**config.mk**
```make
export PLATFORM = sky130hd
export DESIGN_NAME = layer_serializer
export DESIGN_NICKNAME = d
export VERILOG_FILES = /design/src/rtl/layer_serializer.sv
export SDC_FILE = /design/constraint.sdc
export NUM_CORES = 2
export LEC_CHECK = 0
export ABC_AREA = 1
export BUFFER_PORTS_ARGS = -buffer_cell sky130_fd_sc_hd__buf_2
export CAP_MARGIN = 20
export CORE_MARGIN = 2
export CORE_UTILIZATION = 46
export DETAILED_ROUTE_END_ITERATION = 10
export PLACE_DENSITY = 0.66
export SLEW_MARGIN = 20
export SYNTH_ARGS = -nofsm -noshare
export SYNTH_HDL_FRONTEND = slang
export SYNTH_SLANG_ARGS = --single-unit
```
**constraint.sdc**
```tcl
create_clock -name clk -period 39.5 [get_ports clk]
set_input_delay 5.925 -clock clk [delete_from_list [all_inputs] [get_ports clk]]
set_output_delay 5.925 -clock clk [all_outputs]
set_load 0.01 [all_outputs]
```
**src/rtl/layer_serializer.sv**
```systemverilog
// layer_serializer: ping-pong buffers parallel neuron vectors and streams them one lane per cycle.
module layer_serializer #(
  parameter int NEURON_NUM = 96,
  parameter int IN_W       = 8,
  parameter int OUT_W      = 16
) (
  input  logic                       clk,
  input  logic                       rst,
  input  logic [NEURON_NUM*IN_W-1:0] in_dat,
  input  logic                       in_valid,
  output logic [OUT_W-1:0]           out_dat,
  output logic                       out_valid,
  output logic                       out_last,
  output logic                       busy,
  output logic                       overflow
);
  localparam int VW = NEURON_NUM * IN_W;
  localparam int LW = NEURON_NUM > 1 ? $clog2(NEURON_NUM) : 1;
  localparam logic [LW-1:0] LAST = LW'(NEURON_NUM - 1);
  typedef enum logic {IDLE, STREAM} state_t;
  state_t          state_q, state_d;
  logic [LW-1:0]   lane_q, lane_d, nlane;
  logic [1:0]      full_q, full_d;
  logic            wr_ptr_q, wr_ptr_d, rd_ptr_q, rd_ptr_d;
  logic [OUT_W-1:0] out_dat_q, out_dat_d;
  logic            out_valid_q, out_valid_d, out_last_q, out_last_d, overflow_q, overflow_d;
  logic [VW-1:0]   bank_q [2];
  logic [VW-1:0]   src;
  logic [IN_W-1:0] samp;
  logic            fin, wr_en, nb, cont, start;
  // lane_q is the lane currently on out_dat; a starting bank may be bypassed straight from in_dat
  always_comb begin
    fin         = state_q == STREAM && lane_q == LAST;
    wr_en       = in_valid && (!full_q[wr_ptr_q] || (fin && rd_ptr_q == wr_ptr_q));
    nb          = fin ? ~rd_ptr_q : rd_ptr_q;
    cont        = state_q == STREAM && !fin;
    start       = (state_q == IDLE || fin) && (full_q[nb] || (wr_en && wr_ptr_q == nb));
    nlane       = cont ? lane_q + 1'b1 : '0;
    src         = cont ? bank_q[rd_ptr_q] : (wr_en && wr_ptr_q == nb) ? in_dat : bank_q[nb];
    samp        = src[nlane*IN_W +: IN_W];
    state_d     = (cont || start) ? STREAM : IDLE;
    lane_d      = nlane;
    out_valid_d = cont || start;
    out_last_d  = (cont || start) && nlane == LAST;
    out_dat_d   = out_valid_d ? OUT_W'(signed'(samp)) : out_dat_q;
    full_d      = full_q;
    if (fin) full_d[rd_ptr_q] = 1'b0;
    if (wr_en) full_d[wr_ptr_q] = 1'b1;
    rd_ptr_d    = rd_ptr_q ^ fin;
    wr_ptr_d    = wr_ptr_q ^ wr_en;
    overflow_d  = overflow_q | (in_valid & ~wr_en);
  end
  always_ff @(posedge clk) begin
    if (rst) begin
      state_q     <= IDLE;
      lane_q      <= '0;
      full_q      <= '0;
      wr_ptr_q    <= 1'b0;
      rd_ptr_q    <= 1'b0;
      out_dat_q   <= '0;
      out_valid_q <= 1'b0;
      out_last_q  <= 1'b0;
      overflow_q  <= 1'b0;
    end else begin
      state_q     <= state_d;
      lane_q      <= lane_d;
      full_q      <= full_d;
      wr_ptr_q    <= wr_ptr_d;
      rd_ptr_q    <= rd_ptr_d;
      out_dat_q   <= out_dat_d;
      out_valid_q <= out_valid_d;
      out_last_q  <= out_last_d;
      overflow_q  <= overflow_d;
    end
  end
  always_ff @(posedge clk) begin
    if (wr_en) bank_q[wr_ptr_q] <= in_dat;
  end
  assign out_dat   = out_dat_q;
  assign out_valid = out_valid_q;
  assign out_last  = out_last_q;
  assign overflow  = overflow_q;
  assign busy      = |full_q || state_q == STREAM;
endmodule

```
==> qor.yml <==
regToRegEndpoint: "bank_q[1][541]"
worst_ep_required_time_ns: 39.91
worst_path_largest_cell_delay_ns: 0.97
route.final.wire_length_mm: 197
netlist_area_sq_um: 63000
grt_overflow: 0
avgViaCountPerCell: 5.56
placement_rows: 135
synth_flop_cell: "sky130_fd_sc_hd__edfxtp_1"
ys_types: 37
netlist_top_cells_area: "sky130_fd_sc_hd__edfxtp_1 73%, sky130_fd_sc_hd__nand2_1 8.2%, sky130_fd_sc_hd__nand3_1 6.7%"
wire_per_inst_um: 25.0
max_frequency_mhz: 101
synth_seq_cells: 1558
post-dp-hpwl_mm: 128
relSlewSlack_pct: 24.3
crit_path_cell_trace: "buf_2 -> inv_1 -> a21oi_2 -> ha_4 -> buf_4 -> buf_4 -> buf_4"
route.detailed.drc: 0
drtIter0Drc: 5216
worst_hold_startpoint: "overflow"
cp_endpoint_kind: "register"
mostFrequentLayoutCell: "sky130_fd_sc_hd__edfxtp_1"
clock_tree.root_cell: "sky130_fd_sc_hd__clkbuf_16"
crit_type: "in2reg"
dp.cells: 7513
area_growth_pct: 16.6
static-leakage-power_nw: 27.5
dieHeight_um: 374
cts_tree: "yes"
multi_input_gate_area_in_the_final_layout_sq_um: 14500
number_of_gates_resized_after_cts: 0
layout.area.seq_sq_um: 46600
hold_viol_final: 0
synth_edf_count: 1536
cts_num_sinks: 1558
fin_worst_skew_ns: 0.0270
r2r_slack_ns: 33.32
fin_crit_ns: 9.89
hold_end: "overflow"
drive_gt1_share_pct: 18.8
final_net_count: 6667
vdd_ir_drop_max_v: 0.0000432
outcome: "complete, no violations"
critical_path.max_fanout: 81
critical_path.startpoint_type: "input port"
cts-htree-levels: 4
post_synthesis_instance_total: 5228
timing.final.max_slew_violations: 0
postRouteAntennaNets: 0
actual_slew_at_the_worst_max_slew_pin_ns: 1.13
final_cell_mix: "1,536 x sky130_fd_sc_hd__edfxtp_1, 1,383 x sky130_fd_sc_hd__nand2_1, 849 x sky130_fd_sc_hd__nand3_1, 790 x sky130_fd_sc_hd__buf_2, 407 x sky130_fd_sc_hd__nor2_1"
timing.final.setup_violations: 0
final_design_area_no_fill_sq_um: 73500
clock_insertion_delay_worst_skew_ns: 0.82
synth.avg_cell_area_sq_um: 12.1
final_setup_tns_ns: 0
worst_r2r_path_depth: 9
placedInstanceArea_sq_um: 68000
critical-path-top-delay-family: "buffers and inverters"
synth_fp_nets: 6002
totalPowerFinal_mw: 3.90
grt_first_pass_wirelength_mm: 278
buffer_ports.inserted: 790
die-area_sq_um: 140000
power.density_nw_per_um2: 53.1
worst_hold_path.num_cells: 2
synth_seq_area_share_pct: 73.9
critical_path.n_buffers_inverters: 5
reg2reg_from: "lane_q[0]"
grt_max_degree: 198
hold_class: "reg2reg"
ys_async_sr_fraction_pct: 0
gp_routability_congestion: 0.903
ctsLongestPathBuffers: 3
core_region_area_sq_um: 136000
die_width_um: 374
max_cap_violations: 0
finish.cell_count_without_fillers: 7909
hold_buffer_count_at_cts: 0
crit_arrival_ns: 10.31
worst_path_max_delay_cell: "sky130_fd_sc_hd__buf_4"
detailroute.via_count: 43942
fin_util_pct: 54.2
io_pins: 791
start_util_pct: 46.5
rsz0062_at_grt: "false"
cts_made_buffers: 159
critPathMostFrequentCell: "sky130_fd_sc_hd__buf_4"
track_usage_pct: 27.4
yosysWarnings: 0
fillers: 11323
post_cts.repair.setup_buffers: 0
final_min_period_over_clock_period_pct: 25.0
synth_largest_area_cell: "sky130_fd_sc_hd__edfxtp_1"
firstDrtPassIters: 6
post-synth-top-area-fraction_pct: 73.2
antenna_found_initial: 188
clkTransAtPathRegs_ns: 0.06
grt_pass1_vias: 41209
[logic make-up after synthesis]
kind of cell	Yosys count	synth area share, %
fa+ha+maj	3	0.0596
xor+xnor	2	0.0397
flops	1558	73.9
simple gates	2700	18.0
buf+inv	415	3.27
compound gates	550	4.69
[synth_stat cells, types with 3 or more instances]
| master | n |
|---|---|
| sky130_fd_sc_hd__a21oi_1 | 139 |
| sky130_fd_sc_hd__a21oi_2 | 3 |
| sky130_fd_sc_hd__a22oi_1 | 7 |
| sky130_fd_sc_hd__buf_1 | 27 |
| sky130_fd_sc_hd__buf_2 | 170 |
| sky130_fd_sc_hd__buf_4 | 49 |
| sky130_fd_sc_hd__buf_6 | 13 |
| sky130_fd_sc_hd__clkbuf_1 | 76 |
| sky130_fd_sc_hd__dfxtp_1 | 22 |
| sky130_fd_sc_hd__edfxtp_1 | 1536 |
| sky130_fd_sc_hd__ha_1 | 3 |
| sky130_fd_sc_hd__inv_1 | 67 |
| sky130_fd_sc_hd__inv_2 | 8 |
| sky130_fd_sc_hd__nand2_1 | 1383 |
| sky130_fd_sc_hd__nand2_2 | 4 |
| sky130_fd_sc_hd__nand3_1 | 849 |
| sky130_fd_sc_hd__nor2_1 | 408 |
| sky130_fd_sc_hd__nor2_2 | 5 |
| sky130_fd_sc_hd__nor2_4 | 3 |
| sky130_fd_sc_hd__nor3_1 | 5 |
| sky130_fd_sc_hd__o211ai_1 | 59 |
| sky130_fd_sc_hd__o21ai_0 | 331 |
| sky130_fd_sc_hd__o21ai_1 | 8 |
| sky130_fd_sc_hd__or2_2 | 36 |
[through the flow]
step,hold slack (ns),setup slack (ns)
finish,0.455,29.61
floorplan,0.472,14.66
detailed placement,0.442,28.84
global placement,0.441,28.83
CTS,0.460,29.70
global route,0.492,29.42
[final cells by class]
type / count / share of cell area [%]
sequential: 1558 / 63.4
multi-input combinational: 3255 / 19.7
timing repair buffer: 840 / 6.05
clock buffer: 194 / 5.62
tap: 1781 / 3.03
clock inverter: 95 / 1.39
inverter: 79 / 0.446
antenna: 107 / 0.364
[how the worst max path moves through the flow]
| stage | start | end | slack, ns | cells past startpoint |
|---|---|---|---|---|
| 3_5_place_dp | in_valid | bank_q[1][517] | 28.84 | 7 |
| 2_1_floorplan | in_valid | bank_q[0][0] | 14.66 | 3 |
| 6_report | in_valid | bank_q[1][541] | 29.61 | 7 |
| 5_1_grt | in_valid | bank_q[1][517] | 29.42 | 7 |
| 3_3_place_gp | in_valid | bank_q[1][533] | 28.83 | 7 |
| 4_1_cts | in_valid | bank_q[1][517] | 29.70 | 7 |
[power by group]
part	internal (mW)	total [mW]	switching (mW)
sequential	1.99	2.03	0.0345
combinational	0.106	0.380	0.274
clock	0.850	1.50	0.646
[worst register-to-register path, stage by stage, from the launching register on]
cell	delay, ns
sky130_fd_sc_hd__dfxtp_4	0.81
sky130_fd_sc_hd__ha_4	0.26
sky130_fd_sc_hd__nand3_2	0.13
sky130_fd_sc_hd__nor2_4	0.17
sky130_fd_sc_hd__nand3_1	0.17
sky130_fd_sc_hd__a21oi_2	0.36
sky130_fd_sc_hd__ha_4	0.81
sky130_fd_sc_hd__buf_4	1.02
sky130_fd_sc_hd__buf_4	1.00
sky130_fd_sc_hd__buf_4	0.98
[registers in the layout, indices dropped and copies added (netlist names)]
register  cells
bank_q     1536
full_q        2
lane_q        7
out_dat       8
out_last      1
overflow      1
rd_ptr_q      1
state_q       1
wr_ptr_q      1
[routing by layer]
| metal | track usage (%) | share of wire (%) | wire length, um | up-vias |
|---|---|---|---|---|
| met5 | 0 | 0.39 | 765 | - |
| li1 | - | - | - | 20018 |
| met4 | 13.2 | 4.4 | 8680 | 126 |
| met1 | 34.7 | 38 | 74400 | 21249 |
| met3 | 8.62 | 10 | 20200 | 515 |
| met2 | 42.9 | 47 | 93500 | 2034 |
No activity file was read; power rests on OpenSTA's default activity.
